File: src/rtl/lc4_decode_stage.sv
`timescale 1ns/1ps
// lc4_decode_stage: registered instruction-decode stage for the ECC datapath core.
// It decodes one instruction per cycle and keeps a per-register scoreboard of
// destination writes that are still in flight. An instruction that reads or
// writes a pending register is held back (RAW/WAW). Writeback clears scoreboard
// bits, and a flush drops the instruction held in the output register.
module lc4_decode_stage #(
  parameter int INSN_W      = 20,  // must be >= 3*REG_W + 5
  parameter int REG_W       = 5,
  parameter int LINK_REG    = 7,
  parameter int STALL_CNT_W = 16
) (
  input  logic                   clk,
  input  logic                   rst_n,
  input  logic                   flush,
  input  logic                   in_valid,
  output logic                   in_ready,
  input  logic [INSN_W-1:0]      in_insn,
  input  logic                   wb_valid,
  input  logic [REG_W-1:0]       wb_sel,
  output logic                   out_valid,
  input  logic                   out_ready,
  output logic [INSN_W-1:0]      out_insn,
  output logic [REG_W-1:0]       out_r1sel,
  output logic                   out_r1re,
  output logic [REG_W-1:0]       out_r2sel,
  output logic                   out_r2re,
  output logic [REG_W-1:0]       out_wsel,
  output logic                   out_regfile_we,
  output logic                   out_nzp_we,
  output logic                   out_sel_pc1,
  output logic                   out_is_branch,
  output logic                   out_is_ctrl,
  output logic                   out_illegal,
  output logic [STALL_CNT_W-1:0] stall_cnt
);

  localparam int NREG = 2 ** REG_W;

  localparam logic [4:0] OP_ADD  = 5'd5;
  localparam logic [4:0] OP_SUB  = 5'd6;
  localparam logic [4:0] OP_ADDI = 5'd7;
  localparam logic [4:0] OP_JSR  = 5'd8;
  localparam logic [4:0] OP_ANDI = 5'd9;
  localparam logic [4:0] OP_RTI  = 5'd10;
  localparam logic [4:0] OP_CONST = 5'd11;
  localparam logic [4:0] OP_SLL  = 5'd12;
  localparam logic [4:0] OP_SRL  = 5'd13;
  localparam logic [4:0] OP_SDRH = 5'd14;
  localparam logic [4:0] OP_SDRL = 5'd15;
  localparam logic [4:0] OP_CHK  = 5'd16;
  localparam logic [4:0] OP_LAST_BRANCH = 5'd4;

  // Everything the execute stage needs about one instruction.
  typedef struct packed {
    logic [INSN_W-1:0] insn;
    logic [REG_W-1:0]  r1sel;
    logic              r1re;
    logic [REG_W-1:0]  r2sel;
    logic              r2re;
    logic [REG_W-1:0]  wsel;
    logic              regfile_we;
    logic              nzp_we;
    logic              sel_pc1;
    logic              is_branch;
    logic              is_ctrl;
    logic              illegal;
  } dec_t;

  // Pure combinational decode of one instruction word.
  function automatic dec_t decode(input logic [INSN_W-1:0] insn);
    dec_t       d;
    logic [4:0] op;
    op      = insn[INSN_W-1 -: 5];
    d       = '0;
    d.insn  = insn;
    d.r1sel = insn[2*REG_W-1 -: REG_W];
    d.r2sel = insn[REG_W-1:0];
    d.wsel  = insn[3*REG_W-1 -: REG_W];
    case (op)
      OP_ADD, OP_SUB, OP_SLL, OP_SRL, OP_SDRH, OP_SDRL: begin
        d.r1re = 1'b1;
        d.r2re = 1'b1;
      end
      OP_ADDI, OP_ANDI, OP_CHK: d.r1re = 1'b1;
      default: ;
    endcase
    d.nzp_we     = d.r1re | (op == OP_JSR) | (op == OP_CONST);
    d.regfile_we = d.nzp_we & (op != OP_CHK);
    if (op == OP_JSR) begin
      d.wsel    = REG_W'(LINK_REG);
      d.sel_pc1 = 1'b1;
    end
    d.is_branch = (op <= OP_LAST_BRANCH);
    d.is_ctrl   = (op == OP_JSR) | (op == OP_RTI);
    d.illegal   = (op > OP_CHK);
    return d;
  endfunction

  dec_t                   dec_in;
  dec_t                   out_d, out_q;
  logic                   out_valid_d, out_valid_q;
  logic [NREG-1:0]        pend_d, pend_q;
  logic [STALL_CNT_W-1:0] stall_cnt_d, stall_cnt_q;

  logic [NREG-1:0] wb_clr;
  logic [NREG-1:0] eff;
  logic            hazard;
  logic            accept;
  logic            transfer;
  logic            drop;

  // Hazard check of the incoming instruction against the scoreboard, with a
  // same-cycle writeback already taken into account.
  always_comb begin
    // NOTE: every always_comb output gets a default first so no path can leave it unassigned and infer a latch.
    dec_in = decode(in_insn);
    wb_clr = '0;
    if (wb_valid) wb_clr[wb_sel] = 1'b1;
    eff    = pend_q & ~wb_clr;
    hazard = (dec_in.r1re & eff[dec_in.r1sel]) |
             (dec_in.r2re & eff[dec_in.r2sel]) |
             (dec_in.regfile_we & eff[dec_in.wsel]);
    in_ready = ~flush & ~hazard & (~out_valid_q | out_ready);
    accept   = in_valid & in_ready;
    transfer = out_valid_q & out_ready;
    drop     = flush & out_valid_q & ~out_ready;
  end

  // Next-state for the output register, the scoreboard and the stall counter.
  always_comb begin
    out_d       = out_q;
    out_valid_d = out_valid_q;
    pend_d      = eff;
    stall_cnt_d = stall_cnt_q;

    if (accept) begin
      out_d       = dec_in;
      out_valid_d = 1'b1;
    end else if (transfer || drop) begin
      out_valid_d = 1'b0;
    end

    // A dropped instruction never reaches writeback, so release its destination.
    if (drop && out_q.regfile_we) pend_d[out_q.wsel] = 1'b0;
    // Applied last so a new reservation beats a same-cycle writeback of that register.
    if (accept && dec_in.regfile_we) pend_d[dec_in.wsel] = 1'b1;

    if (in_valid && hazard && !flush && !(&stall_cnt_q))
      stall_cnt_d = stall_cnt_q + STALL_CNT_W'(1);
  end

  // State registers; reset clears everything, including the scoreboard.
  always_ff @(posedge clk or negedge rst_n) begin
    // NOTE: sequential state uses non-blocking assignments so every flop samples pre-edge values.
    if (!rst_n) begin
      out_q       <= '0;
      out_valid_q <= 1'b0;
      // NOTE: the scoreboard is a flop vector rather than a RAM, so it can (and must) take the async reset.
      pend_q      <= '0;
      stall_cnt_q <= '0;
    end else begin
      out_q       <= out_d;
      out_valid_q <= out_valid_d;
      pend_q      <= pend_d;
      stall_cnt_q <= stall_cnt_d;
    end
  end

  assign out_valid      = out_valid_q;
  assign out_insn       = out_q.insn;
  assign out_r1sel      = out_q.r1sel;
  assign out_r1re       = out_q.r1re;
  assign out_r2sel      = out_q.r2sel;
  assign out_r2re       = out_q.r2re;
  assign out_wsel       = out_q.wsel;
  assign out_regfile_we = out_q.regfile_we;
  assign out_nzp_we     = out_q.nzp_we;
  assign out_sel_pc1    = out_q.sel_pc1;
  assign out_is_branch  = out_q.is_branch;
  assign out_is_ctrl    = out_q.is_ctrl;
  assign out_illegal    = out_q.illegal;
  assign stall_cnt      = stall_cnt_q;

endmodule
File: config.mk
export PLATFORM = sky130hd
export DESIGN_NAME = lc4_decode_stage
export DESIGN_NICKNAME = d
export VERILOG_FILES = /design/src/rtl/lc4_decode_stage.sv
export SDC_FILE = /design/constraint.sdc
export NUM_CORES = 1
export LEC_CHECK = 0
export CAP_MARGIN = 40
export CELL_PAD_IN_SITES_DETAIL_PLACEMENT = 1
export CELL_PAD_IN_SITES_GLOBAL_PLACEMENT = 1
export CORE_MARGIN = 5
export CORE_UTILIZATION = 44
export DETAILED_ROUTE_END_ITERATION = 10
export DONT_BUFFER_PORTS = 1
export GPL_TIMING_DRIVEN = 0
export PLACE_DENSITY_LB_ADDON = 0.12
export SLEW_MARGIN = 20
export SYNTH_ARGS = -nofsm -noshare
export SYNTH_HDL_FRONTEND = slang
export SYNTH_SLANG_ARGS = --single-unit
export TNS_END_PERCENT = 50
File: constraint.sdc
create_clock -name clk -period 2.5 [get_ports clk]
set_input_delay 0.125 -clock clk [delete_from_list [all_inputs] [get_ports clk]]
set_output_delay 0.125 -clock clk [all_outputs]
set_load 0.02 [all_outputs]
# Word-level counts from Yosys, hierarchy flattened
# Index checks and enable logic that the tools add are counted.
[totals]
input_bits = 31
regBits = 92
out_inout_bits = 61
elab_cells = 100
[op_classes]
reduce_logical = 15
n_addsub = 1
n_eq_ne = 13
muxes = 21
n_lt_le_gt_ge = 10
bitwise_logic = 25
[ops]
columns = ["operator", "count"]
rows = [
  ["32-bit 2-to-1 mux", 3],
  ["32-bit AND", 2],
  ["32-bit NOT", 2],
  ["5-bit by 4-bit equality test with 1-bit output, second input constant", 8],
  ["32-bit OR", 1],
  ["5-bit by 6-bit < comparator with 1-bit output, second input constant", 5],
  ["16-bit by 1-bit adder with 16-bit output, second input constant", 1],
  ["16-bit AND reduction", 1],
  ["1-bit binary-select mux with 5-bit select", 3],
  ["1-bit demux with 5-bit select", 3],
  ["5-bit by 3-bit equality test with 1-bit output, second input constant", 3],
  ["5-bit by 1-bit greater-or-equal comparator with 1-bit output, second input constant", 3],
  ["1-bit 2-to-1 mux", 11],
  ["1-bit AND", 10],
  ["9-bit OR reduction", 1],
  ["1-bit logical AND", 8],
  ["1-bit OR", 6],
  ["6-bit OR reduction", 1],
  ["5-bit equality test, second input constant", 1],
  ["5-bit greater-than comparator, second input constant", 1],
  ["5-bit by 3-bit <= comparator with 1-bit output, second input constant", 1],
  ["5-bit 2-to-1 mux", 1],
  ["5-bit inequality test, second input constant", 1],
  ["1-bit NOT", 4],
  ["other kinds (3)", 4],
]

# Longest topological paths before layout
# Gate-level depths: netlist (run 1).
[logic_depth]
word_depth = 18
ltp_mapped = 12
mapped_depth_nobuf = 8

# Worst setup path after synthesis (run 1)
# OpenSTA, ideal clock, no wires.
[synth_timing]
path_type = "input to output"
startpoint = "in wb_sel[2]"
endpoint = "out in_ready"
setup_slack_ns = -0.383
arrival_ns = 2.758
n_path_buf = 3
stages = 11
required_ns = 2.375
cell_sequence = "buf_2 > or4b_1 > buf_2 > o311ai_1 > o2111ai_1 > o31ai_1 > o41ai_1 > a31oi_4 > nand3_2 > clkbuf_1 > nor3_1"
[synth_between]
elab_chain_cells = 15
word_cells_on_any_way = 22
cone_classes = "order compare (2); mux (9); bitwise (10); reduce/logical (1)"
[synth_rtl]
columns = ["element", "line_no", "rtl"]
rows = [
  ["from (decl)", "20", "input logic [REG_W-1:0] wb_sel,"],
  ["5-bit by 6-bit < comparator with 1-bit output (not written as such) or 5-bit by 1-bit greater-or-equal comparator with 1-bit output (tied branches)", "119", "if (wb_valid) wb_clr[wb_sel] = 1'b1;"],
  ["1-bit logical AND (not written as such)", "119", ""],
  ["1-bit 2-to-1 mux (not written as such)", "119", ""],
  ["1-bit demux with 5-bit select (*)", "119", ""],
  ["32-bit 2-to-1 mux (*)", "119", ""],
  ["32-bit NOT (*)", "120", "eff = pend_q & ~wb_clr;"],
  ["32-bit AND (*)", "120", ""],
  ["1-bit binary-select mux with 5-bit select (on tied branches)", "121, 122", ""],
  ["1-bit 2-to-1 mux (on tied branches)", "121, 122", ""],
  ["1-bit AND (on tied branches)", "121, 122", ""],
  ["1-bit OR", "121", "hazard = (dec_in.r1re & eff[dec_in.r1sel]) |"],
  ["1-bit OR (*)", "122", "(dec_in.r2re & eff[dec_in.r2sel]) |"],
  ["1-bit NOT (*)", "124", "in_ready = ~flush & ~hazard & (~out_valid_q | out_ready);"],
  ["1-bit AND (*) (2 in a row)", "124", ""],
  ["to (decl)", "17", "output logic in_ready,"],
]
# Every way passes the cells marked *; elsewhere a longest branch is shown, timed or not. The select of a mux whose other input is x is not followed.

# Worst setup path after layout (run 1)
[layout_timing]
startpoint = "in wb_sel[4]"
endpoint = "reg out_q, in the netlist out_is_ctrl"
[layout_between]
elab_chain_cells = 16
word_cells_on_any_way = 23
cone_classes = "order compare (2); mux (9); bitwise (11); reduce/logical (1)"
[layout_rtl]
columns = ["element", "line_no", "rtl"]
rows = [
  ["5-bit by 6-bit < comparator with 1-bit output (not written as such) or 5-bit by 1-bit greater-or-equal comparator with 1-bit output (tied branches)", "119", ""],
  ["1-bit logical AND (not written as such)", "119", ""],
  ["1-bit 2-to-1 mux (not written as such)", "119", ""],
  ["1-bit demux with 5-bit select (*)", "119", ""],
  ["32-bit 2-to-1 mux (*)", "119", ""],
  ["32-bit NOT (*)", "120", ""],
  ["32-bit AND (*)", "120", ""],
  ["1-bit binary-select mux with 5-bit select (on tied branches)", "121, 122", ""],
  ["1-bit 2-to-1 mux (on tied branches)", "121, 122", ""],
  ["1-bit AND (on tied branches)", "121, 122", ""],
  ["1-bit OR", "121", ""],
  ["1-bit OR (*)", "122", ""],
  ["1-bit NOT (*)", "124", ""],
  ["1-bit AND (*) (2 in a row)", "124", ""],
  ["1-bit AND (*)", "125", "accept = in_valid & in_ready;"],
  ["to (signal assigned)", "163", "out_q <= out_d;"],
  ["to (decl)", "101", "dec_t out_d, out_q;"],
]
# Marks and branches as above.
# A chain may end at the register's enable or synchronous reset.

==> flow_metrics.env, run 1 <==
export IMPL_critPathMaxFanout=10
export IMPL_via_per_inst=6.70
export IMPL_maxSlewViolCount=0
export IMPL_fin_ws_ns=-0.513
export IMPL_htreeDepth=3
export IMPL_gp_congestion=0.922
export IMPL_final_antenna_net_count=0
export IMPL_cp_endpoint="out_is_ctrl"
export IMPL_die_h_um=124
export IMPL_min_period_ns=3.01
export IMPL_p_leak_uw=0.00302
export IMPL_drt_wirelength_per_cell_um=27.9
export IMPL_path_cells="buf_8 > nand4bb_1 > o21ai_0 > a22oi_1 > o21ai_0 > o22ai_1 > o211ai_1 > buf_4 > and4_4 > buf_12 > buf_12 > buf_8 > mux2_4"
export IMPL_hold_viol_final=0
export IMPL_r2r_cells=11
export IMPL_gr_total_overflow=0
export IMPL_whs_ns=0.0368
export IMPL_wl_um=23800
export IMPL_crit_required_ns=2.73
export IMPL_grt_pass1_wl_um=35300
export IMPL_pre_cts_ws_ns=-1.36
export IMPL_num_fill_cells=1440
export IMPL_ys_warn_count=0
export IMPL_synthFlopType="dfrtp_1"
export IMPL_max_freq_mhz=332
export IMPL_dr_pass1_iters=5
export IMPL_final_core_util=0.563
export IMPL_grt_pass1_vias=5901
export IMPL_r2r_start="pend_q[21]"
export IMPL_worst_path_max_delay_cell="o21ai_0"
export IMPL_portBuffers=0
export IMPL_p_per_area_nw_per_um2=652
export IMPL_finClkSkew_ns=0.0107
export IMPL_vdd_drop_max_mv=0.509
export IMPL_drive_above_1_share=0.254
export IMPL_clock_path_buffers=2
export IMPL_grt_usage=0.306
export IMPL_tightest_slew_ns=0.815
export IMPL_cp_num_cells=13
export IMPL_crit_family="compound AO/OA/AOI/OAI gates"
export IMPL_core_area_um2=12700
export IMPL_cts_root_buf="clkbuf_16"
export IMPL_grt_max_degree=83
export IMPL_clock_sinks=82
export IMPL_cp_start_kind="input pin"
export IMPL_tritoncts="done"
export IMPL_drtIter0Drc=699
export IMPL_synth_edf_count=0
export IMPL_critPathMaxStageDelay_ns=0.64
export IMPL_fp_dieArea_um2=15400
export IMPL_crit_type="in -> reg"
export IMPL_nets=709
export IMPL_antenna_found_initial=0
export IMPL_startpoint="wb_sel[4]"
export IMPL_clk_pin_slew_ns=0.06
export IMPL_place_area_um2=6090
export IMPL_start_util=0.451
export IMPL_ios=92
export IMPL_maxCapViolCount=0
export IMPL_max_slew_margin=0.452
export IMPL_die_w_um=124
export IMPL_rsz0062_at_grt="true"
export IMPL_clkLatencyLatePin_ns=0.35
export IMPL_syn_nets=661
export IMPL_synth_seq_cells=82
export IMPL_num_rows=41
export IMPL_tns_ns=-23.41
export IMPL_syn_avg_cell_area_um2=9.12
export IMPL_synthCells=629
export IMPL_cp_arrival_ns=3.24
export IMPL_area_growth_pct=24.8
export IMPL_fin_crit_sh=1.21
export IMPL_outcome="finished, violations left"
export IMPL_seq_area_frac_synth=0.358
export IMPL_violations="negative setup slack"
export IMPL_setup_viol=83
export IMPL_n_antenna_cell=0
export IMPL_rrSetupSlack_ns=-0.47
export IMPL_hold_class="in -> reg"
export IMPL_async_reset_ff_frac=1.00
export IMPL_postLayoutCellArea_um2=7160
export IMPL_drc_errors=0
export IMPL_rr_endpoint="out_is_ctrl"
export IMPL_mappedNetlistArea_um2=5740
export IMPL_synth_cell_types=75
export IMPL_hpwl_um=16100
export IMPL_via_count=5723
export IMPL_cts_buffers=9
export IMPL_crit_buf_inv=5
export IMPL_end_kind="flip-flop"
## cell families (layout without fill, tap and decap cells)
family / count (synthesis) / in the layout / synth area share
AOI/OAI and AO/OA: 186 / 186 / 0.237
xor gates and xnor gates: 20 / 20 / 0.0318
adders and majority gates: 1 / 1 / 0.00218
buffers and inverters: 76 / 129 / 0.0652
DFF: 82 / 82 / 0.358
muxes: 62 / 62 / 0.116
and+or+nand+nor: 202 / 202 / 0.190
## timing repair
item,in CTS,in global routing
gates resized for setup,78,30
setup buffers,21,7
cloned,2,1
pin swaps,15,12
setup endpoints to repair,83,83
hold buffers,8,0
hold endpoints to repair,89,0
## metrics by stage
step           cells  power [uW]
5_1_grt          854        4830
3_5_place_dp     802        2960
3_3_place_gp     801        2920
4_1_cts          849        4590
6_report         854        4670
2_1_floorplan    629        2660
## per-layer routing
layer  track usage  routed length [um]
met1         0.401                9740
met2         0.495               11100
met3        0.0668                1980
met5             0                   0
met4         0.118                 976
## final cells by class
type / count / area (um^2) / area share
clock buffers: 13 / 270 / 0.0377
clock inverters: 3 / 43.8 / 0.00612
flip-flops and latches: 82 / 2060 / 0.288
repair buffers: 38 / 428 / 0.0598
plain buffers: 59 / 402 / 0.0561
multi-input cells: 471 / 3680 / 0.514
inverters: 16 / 60.1 / 0.00839
well taps: 172 / 215 / 0.0301
## synth_stat cells, drive strengths merged (10+ instances only)
master | n | area [um^2]
nor3 | 21 | 105
dfrtp | 82 | 2050
nand3 | 20 | 105
mux2i | 24 | 240
o21ai | 54 | 270
o21bai | 13 | 97.6
clkbuf | 28 | 105
mux2 | 38 | 428
inv | 15 | 56.3
a21oi | 11 | 55.1
a311oi | 18 | 158
o41ai | 11 | 134
buf | 32 | 209
xor2 | 17 | 149
nand2b | 10 | 62.6
nor2 | 31 | 116
nand2 | 56 | 210
## cell usage in the layout (no fill, tap or decap), drive strengths merged, types with 7 or more instances in the layout
cell type    Yosys  final
dfrtp           82     82
buf             32     61
nand2           56     56
o21ai           54     54
clkbuf          28     42
mux2            38     38
nor2            31     31
mux2i           24     24
nor3            21     21
nand3           20     20
a311oi          18     18
xor2            17     17
inv             15     16
o21bai          13     13
a21oi           11     11
o41ai           11     11
nand2b          10     10
o21a             9      9
o211ai           9      9
nor4             9      9
o221ai           9      9
a31oi            8      8
dlygate4sd3      0      7
## registers in the layout (all words and copies together) (netlist names)
name / count
out_valid: 1
stall_cnt: 16
out_is_branch: 1
pend_q: 32
out_r2re: 1
out_nzp_we: 1
out_insn: 20
out_r1re: 1
out_illegal: 1
out_is_ctrl: 1
out_sel_pc1: 1
out_regfile_we: 1
out_wsel: 5
## worst reg2reg max path, cell delays in order, from the launching register on
cell,delay (ns)
dfrtp_2,0.46
mux2_2,0.29
o311ai_0,0.11
o2111ai_1,0.20
o31ai_1,0.37
o41ai_2,0.17
a31oi_4,0.27
and4_4,0.30
buf_12,0.14
buf_12,0.11
buf_8,0.12
mux2_4,0.31
## worst min-delay path by stage
stage,start,end,depth (start not counted)
after floorplan,rst_n,out_illegal,0
after global placement,rst_n,out_wsel[1],0
after detailed placement,rst_n,out_wsel[2],0
after CTS,in_insn[16],out_is_branch,3
after global routing,out_ready,out_valid,2
final,out_ready,out_valid,2
## power by group
group	internal, uW	leakage, uW	switching [uW]
sequential	1530	0.00105	446
combinational	567	0.00182	694
clock	859	0.000156	569
Power figures use the tool's default switching activity.
==> run 2, diff against run 1 <==
ABC_AREA = 1   (was default)
CORE_MARGIN = default   (was 5)
CORE_UTILIZATION = 41   (was 44)
==> flow_metrics.env, run 2 <==
export IMPL_outcome="completed"
export IMPL_max_freq_mhz=424
export IMPL_via_count=6157
export IMPL_max_slew_margin=0.500
export IMPL_yosysTopAreaCell="dfrtp_1"
export IMPL_synth_most_common_cell="nand2_1"
export IMPL_pre_cts_ws_ns=-0.342
export IMPL_gp_congestion=0.972
export IMPL_grt_pass1_wl_um=34800
export IMPL_largest_reg_flops=32
export IMPL_internal_power_uw=2680
export IMPL_grt_usage=0.322
export IMPL_area_growth_pct=12.9
export IMPL_crit_required_ns=2.38
export IMPL_wl_um=22300
export IMPL_antenna_found_initial=0
export IMPL_fin_cells=1059
export IMPL_path_cells="a21boi_0 > nor2_1 > nor2_1 > nand3_1 > nand3_1 > nand2_1 > nand2_1 > nand2_1 > nand3_2 > nor2_4 > clkbuf_4"
export IMPL_p_total_uw=4420
export IMPL_largest_register="pend_q"
export IMPL_r2r_cells=14
export IMPL_hold_viol_final=0
export IMPL_vdd_drop_max_mv=0.343
export IMPL_clock_path_buffers=2
export IMPL_gr_total_overflow=0
export IMPL_drt_wirelength_per_cell_um=21.1
export IMPL_fin_crit_sh=0.942
export IMPL_fp_dieArea_um2=14400
export IMPL_tritoncts="done"
export IMPL_synth_cell_types=36
export IMPL_synth_area_leaders="dfrtp_1, nand2_1, nand3_1"
export IMPL_drtIter0Drc=463
export IMPL_hold_class="in -> reg"
export IMPL_startpoint="pend_q[29]"
export IMPL_mappedNetlistArea_um2=5710
export IMPL_synth_top_family_by_area="simple AND/OR/NAND/NOR gates"
export IMPL_critPathMaxStageDelay_ns=0.40
export IMPL_yosys_area_share_simple=0.448
export IMPL_die_w_um=120
export IMPL_grt_pass1_vias=6215
export IMPL_cts_root_buf="clkbuf_16"
export IMPL_rr_endpoint="pend_q[5]"
export IMPL_tightest_slew_ns=0.750
export IMPL_synth_edf_count=0
export IMPL_synth_top_area_share=0.359
export IMPL_synthFlopType="dfrtp_1"
export IMPL_nets=910
export IMPL_post_cts_buffers=0
export IMPL_final_antenna_net_count=0
export IMPL_num_rows=42
export IMPL_drc_errors=0
export IMPL_min_period_ns=2.36
export IMPL_crit_buf_inv=1
export IMPL_hold_end="out_valid"
export IMPL_syn_nets=881
export IMPL_worst_path_max_delay_cell="dfrtp_1"
export IMPL_async_reset_ff_frac=1.00
export IMPL_maxSlewViolCount=0
export IMPL_die_h_um=120
export IMPL_r2r_start="pend_q[29]"
export IMPL_dp_cells=1025
export IMPL_cp_start_kind="flip-flop"
export IMPL_switching_share=0.394
export IMPL_synth_seq_cells=82
export IMPL_synthCells=849
export IMPL_p_clk_frac=0.310
export IMPL_ios=92
export IMPL_p_comb_frac=0.251
export IMPL_clkLatencyLatePin_ns=0.36
export IMPL_final_common_cell="nand2_1"
export IMPL_portBuffers=0
export IMPL_grt_max_degree=83
export IMPL_final_cell_mix="nand2_1, nand3_1, nor2_1"
export IMPL_setup_viol=0
export IMPL_p_switching_uw=1740
export IMPL_yosys_area_share_xor_xnor=0.0230
export IMPL_clock_sinks=82
export IMPL_muxShareOfSynthArea=0
export IMPL_synthTopCellsByCount="nand2_1, nand3_1, nor2_1"
export IMPL_hpwl_um=16900
export IMPL_synth_fa_ha_area_frac=0.00219
export IMPL_tns_ns=0
export IMPL_p_per_area_nw_per_um2=685
export IMPL_crit_type="reg -> out"
export IMPL_hold_depth=3
export IMPL_min_from="out_ready"
export IMPL_maxCapViolCount=0
export IMPL_rrSetupSlack_ns=0.18
export IMPL_end_kind="output pin"
export IMPL_n_antenna_cell=0
export IMPL_start_util=0.426
export IMPL_htreeDepth=3
export IMPL_core_area_um2=13400
export IMPL_finClkSkew_ns=0.00779
export IMPL_cp_arrival_ns=2.23
export IMPL_synth_compound_gate_area_share=0.0745
export IMPL_syn_avg_cell_area_um2=6.73
export IMPL_seq_area_frac_synth=0.359
export IMPL_p_leak_uw=0.00301
export IMPL_critPathMaxFanout=10
export IMPL_fin_ws_ns=0.144
export IMPL_crit_top_cell="nand2_1"
export IMPL_dr_pass1_iters=5
export IMPL_drive_above_1_share=0.0736
export IMPL_cts_buffers=9
export IMPL_clk_pin_slew_ns=0.06
export IMPL_seq_power_share=0.439
export IMPL_rsz0062_at_grt="false"
export IMPL_via_per_inst=5.81
export IMPL_crit_family="simple AND/OR/NAND/NOR gates"
export IMPL_ys_warn_count=0
==> run 2: cell types whose count changed after synthesis, sizes merged, moves of 12 or more <==
cell,change
a311oi,-18
clkbuf,-12
inv,+44
mux2,-38
mux2i,-24
nand2,+196
nand3,+163
nand4,+30
nor2,+59
o21ai,-21
==> run 2: kinds of logic (layout without fill, tap and decap cells) <==
kind of cell,after synthesis,in the layout
AO/OA/AOI/OAI,67,67
adder cells (fa/ha/maj),1,1
buffers and inverters,111,145
AND/OR/NAND/NOR,573,573
XOR/XNOR,15,15
flip-flops,82,82
==> run 2: timing repair <==
action	in CTS	in global routing
setup endpoints to repair	7	48
gates resized for setup	1	12
endpoints found under the hold margin	99	0
hold buffers	18	0
==> run 2: area by class of cell <==
cell class                      instances  area [um^2]
Buffer                                 48          304
Clock buffer                           10          229
Clock inverter                          6         65.1
Fill cell                            1768         6950
Inverter                               63          236
Multi-Input combinational cell        656         3140
Sequential cell                        82         2050
Tap cell                              176          220
Timing Repair Buffer                   18          198
==> run 2: worst max path at each step <==
| stage | to | cells past startpoint |
|---|---|---|
| floorplan | stall_cnt[10] | 16 |
| global placement | pend_q[0] | 17 |
| detailed placement | pend_q[15] | 17 |
| CTS | in_ready | 15 |
| global route | in_ready | 11 |
| finish | in_ready | 11 |
==> run 2: power by group through the flow <==
stage	clock (uW)	combinational, uW	sequential, uW
2_1_floorplan	0	771	1890
3_3_place_gp	0	991	1950
3_5_place_dp	0	1020	1960
4_1_cts	1380	1090	1930
5_1_grt	1430	1220	1970
6_report	1370	1110	1940
==> run 2: worst reg2reg max path, stage by stage, from the launching register on <==
cell and delay [ns]:
dfrtp_1 0.40, a21boi_0 0.17, nor2_1 0.15, nor2_1 0.05
nand3_1 0.09, nand3_1 0.10, nand2_1 0.10, nand2_1 0.06
nand2_1 0.13, nand3_2 0.17, nor2_4 0.17, buf_6 0.19
buf_6 0.15, nand4_1 0.11, nand2_1 0.17
==> run 2: routing by layer <==
metal	vias up	track usage	wire length, um
met5	-	0	0
met4	0	0.125	641
met3	45	0.0632	1570
met2	245	0.512	10300
met1	2997	0.429	9780
li1	2870	-	-
==> run 2: stage by stage <==
stage	util	cell area [um^2]	hold slack, ns
after floorplan	-	5710	-0.171
after global placement	0.443	5930	-0.166
after detailed placement	0.443	5930	-0.165
after CTS	0.479	6420	0.0175
after global routing	0.481	6450	0.0451
final	0.481	6450	0.0131
==> run 3, diff against run 2 <==
CORE_UTILIZATION = 45   (was 41)
clock period = 2.75 ns   (was 2.5 ns; I/O delays follow)
==> flow_metrics.env, run 3 (synthesis gave the netlist of run 2 again) <==
export IMPL_start_util=0.468
export IMPL_largest_register="pend_q"
export IMPL_final_antenna_net_count=0
export IMPL_maxCapViolCount=0
export IMPL_finClkSkew_ns=0.00738
export IMPL_switching_share=0.396
export IMPL_die_w_um=115
export IMPL_clock_path_buffers=2
export IMPL_worst_path_max_delay_cell="nor2_1"
export IMPL_p_comb_frac=0.247
export IMPL_p_switching_uw=1600
export IMPL_portBuffers=0
export IMPL_max_slew_margin=0.514
export IMPL_largest_reg_flops=32
export IMPL_fin_ws_ns=0.212
export IMPL_fp_dieArea_um2=13100
export IMPL_cts_buffers=9
export IMPL_hpwl_um=16300
export IMPL_pre_cts_ws_ns=-0.00427
export IMPL_htreeDepth=3
export IMPL_critPathMaxFanout=10
export IMPL_hold_viol_final=0
export IMPL_final_common_cell="nand2_1"
export IMPL_tightest_slew_ns=0.726
export IMPL_critPathMaxStageDelay_ns=0.55
export IMPL_fin_cells=1051
export IMPL_internal_power_uw=2450
export IMPL_hold_class="in -> reg"
export IMPL_seq_power_share=0.436
export IMPL_final_cell_mix="nand2_1, nand3_1, nor2_1"
export IMPL_tritoncts="done"
export IMPL_clk_pin_slew_ns=0.07
export IMPL_antenna_found_initial=1
export IMPL_max_freq_mhz=394
export IMPL_crit_top_cell="nand2_1"
export IMPL_rsz0062_at_grt="false"
export IMPL_maxSlewViolCount=0
export IMPL_drt_wirelength_per_cell_um=20.9
export IMPL_r2r_cells=14
export IMPL_num_rows=40
export IMPL_via_count=6293
export IMPL_p_per_area_nw_per_um2=630
export IMPL_gp_congestion=0.987
export IMPL_hold_depth=3
export IMPL_area_growth_pct=12.5
export IMPL_drive_above_1_share=0.0691
export IMPL_wl_um=22000
export IMPL_clkLatencyLatePin_ns=0.35
export IMPL_p_clk_frac=0.317
export IMPL_dp_cells=1017
export IMPL_gr_total_overflow=0
export IMPL_fin_crit_sh=0.923
export IMPL_p_leak_uw=0.00301
export IMPL_dr_pass1_iters=5
export IMPL_ios=92
export IMPL_nets=910
export IMPL_whs_ns=0.0249
export IMPL_ctsResizeCount=0
export IMPL_grt_max_degree=83
export IMPL_die_h_um=115
export IMPL_n_antenna_cell=0
export IMPL_end_kind="output pin"
export IMPL_crit_type="in -> out"
export IMPL_grt_usage=0.345
export IMPL_via_per_inst=5.99
export IMPL_vdd_drop_max_mv=0.340
export IMPL_num_fill_cells=1679
export IMPL_cts_root_buf="clkbuf_16"
export IMPL_outcome="completed"
export IMPL_core_area_um2=12200
export IMPL_min_period_ns=2.54
export IMPL_drtIter0Drc=503
export IMPL_setup_viol=0
export IMPL_crit_required_ns=2.61
export IMPL_clock_sinks=82
export IMPL_drc_errors=0
export IMPL_cp_start_kind="input pin"
export IMPL_grt_pass1_vias=6409
export IMPL_cp_arrival_ns=2.40
export IMPL_path_cells="nand2_1 > nor2_1 > a21boi_0 > nor2_1 > nor2_1 > nand3_1 > nand3_1 > nand2_1 > nand2_1 > nand2_1 > nand3_2 > nor2_4 > buf_2"
export IMPL_grt_pass1_wl_um=34100
## run 3: final timing paths
| kind | endpoint | slack [ns] | startpoint |
|---|---|---|---|
| setup / recovery | in_ready | 0.21 | wb_valid |
| setup reg to reg | pend_q[9] | 0.39 | pend_q[29] |
| min in group asynchronous | pend_q[9] | 0.36 | rst_n |
| max in group asynchronous | pend_q[28] | 2.02 | rst_n |
| hold / removal | out_valid | 0.02 | out_ready |
| hold reg to reg | out_insn[10] | 0.63 | out_insn[10] |
## run 3: repair_timing
item / CTS / global route
hold buffers: 18 / 0
endpoints found under the hold margin: 99 / 0
buffers inserted: 0 / 0
## run 3: per-layer routing
metal / track usage / part of all wire / wire, um / vias to the layer above
met2: 0.568 / 0.48 / 10500 / 304
met5: 0 / 0 / 0 / -
met1: 0.436 / 0.41 / 8940 / 3066
met3: 0.0699 / 0.083 / 1830 / 63
met4: 0.157 / 0.034 / 742 / 0
li1: - / - / - / 2860
## run 3: power by group through the flow
stage / Clock, uW / Sequential, uW / Combinational [uW]
after global placement: 0 / 1770 / 873
final: 1290 / 1760 / 1000
after CTS: 1290 / 1760 / 978
after detailed placement: 0 / 1780 / 921
after global routing: 1340 / 1780 / 1100
after floorplan: 0 / 1720 / 701
## run 3: final cells by class
type / count / area [um^2] / share of cell area
buffer: 48 / 297 / 0.0462
clock buffer: 9 / 225 / 0.0351
clock inverter: 7 / 81.3 / 0.0127
inverter: 63 / 236 / 0.0368
multi-input combinational: 656 / 3130 / 0.486
sequential: 82 / 2050 / 0.319
tap: 168 / 210 / 0.0327
timing repair buffer: 18 / 198 / 0.0308
## run 3: through the flow
| step | util | total power [uW] | instance area, um^2 | setup TNS (ns) |
|---|---|---|---|---|
| after detailed placement | 0.485 | 2700 | 5920 | -0.00427 |
| after global routing | 0.526 | 4220 | 6420 | 0 |
| after global placement | 0.485 | 2650 | 5920 | 0 |
| after floorplan | - | 2420 | 5710 | 0 |
| final | 0.526 | 4050 | 6420 | 0 |
| after CTS | 0.526 | 4030 | 6420 | 0 |
## run 3: critical path, delay by kind of cell
family	cells	cell delay, ns
AND/OR/NAND/NOR	11	1.64
AO/OA/AOI/OAI	1	0.33
buffers and inverters	1	0.30
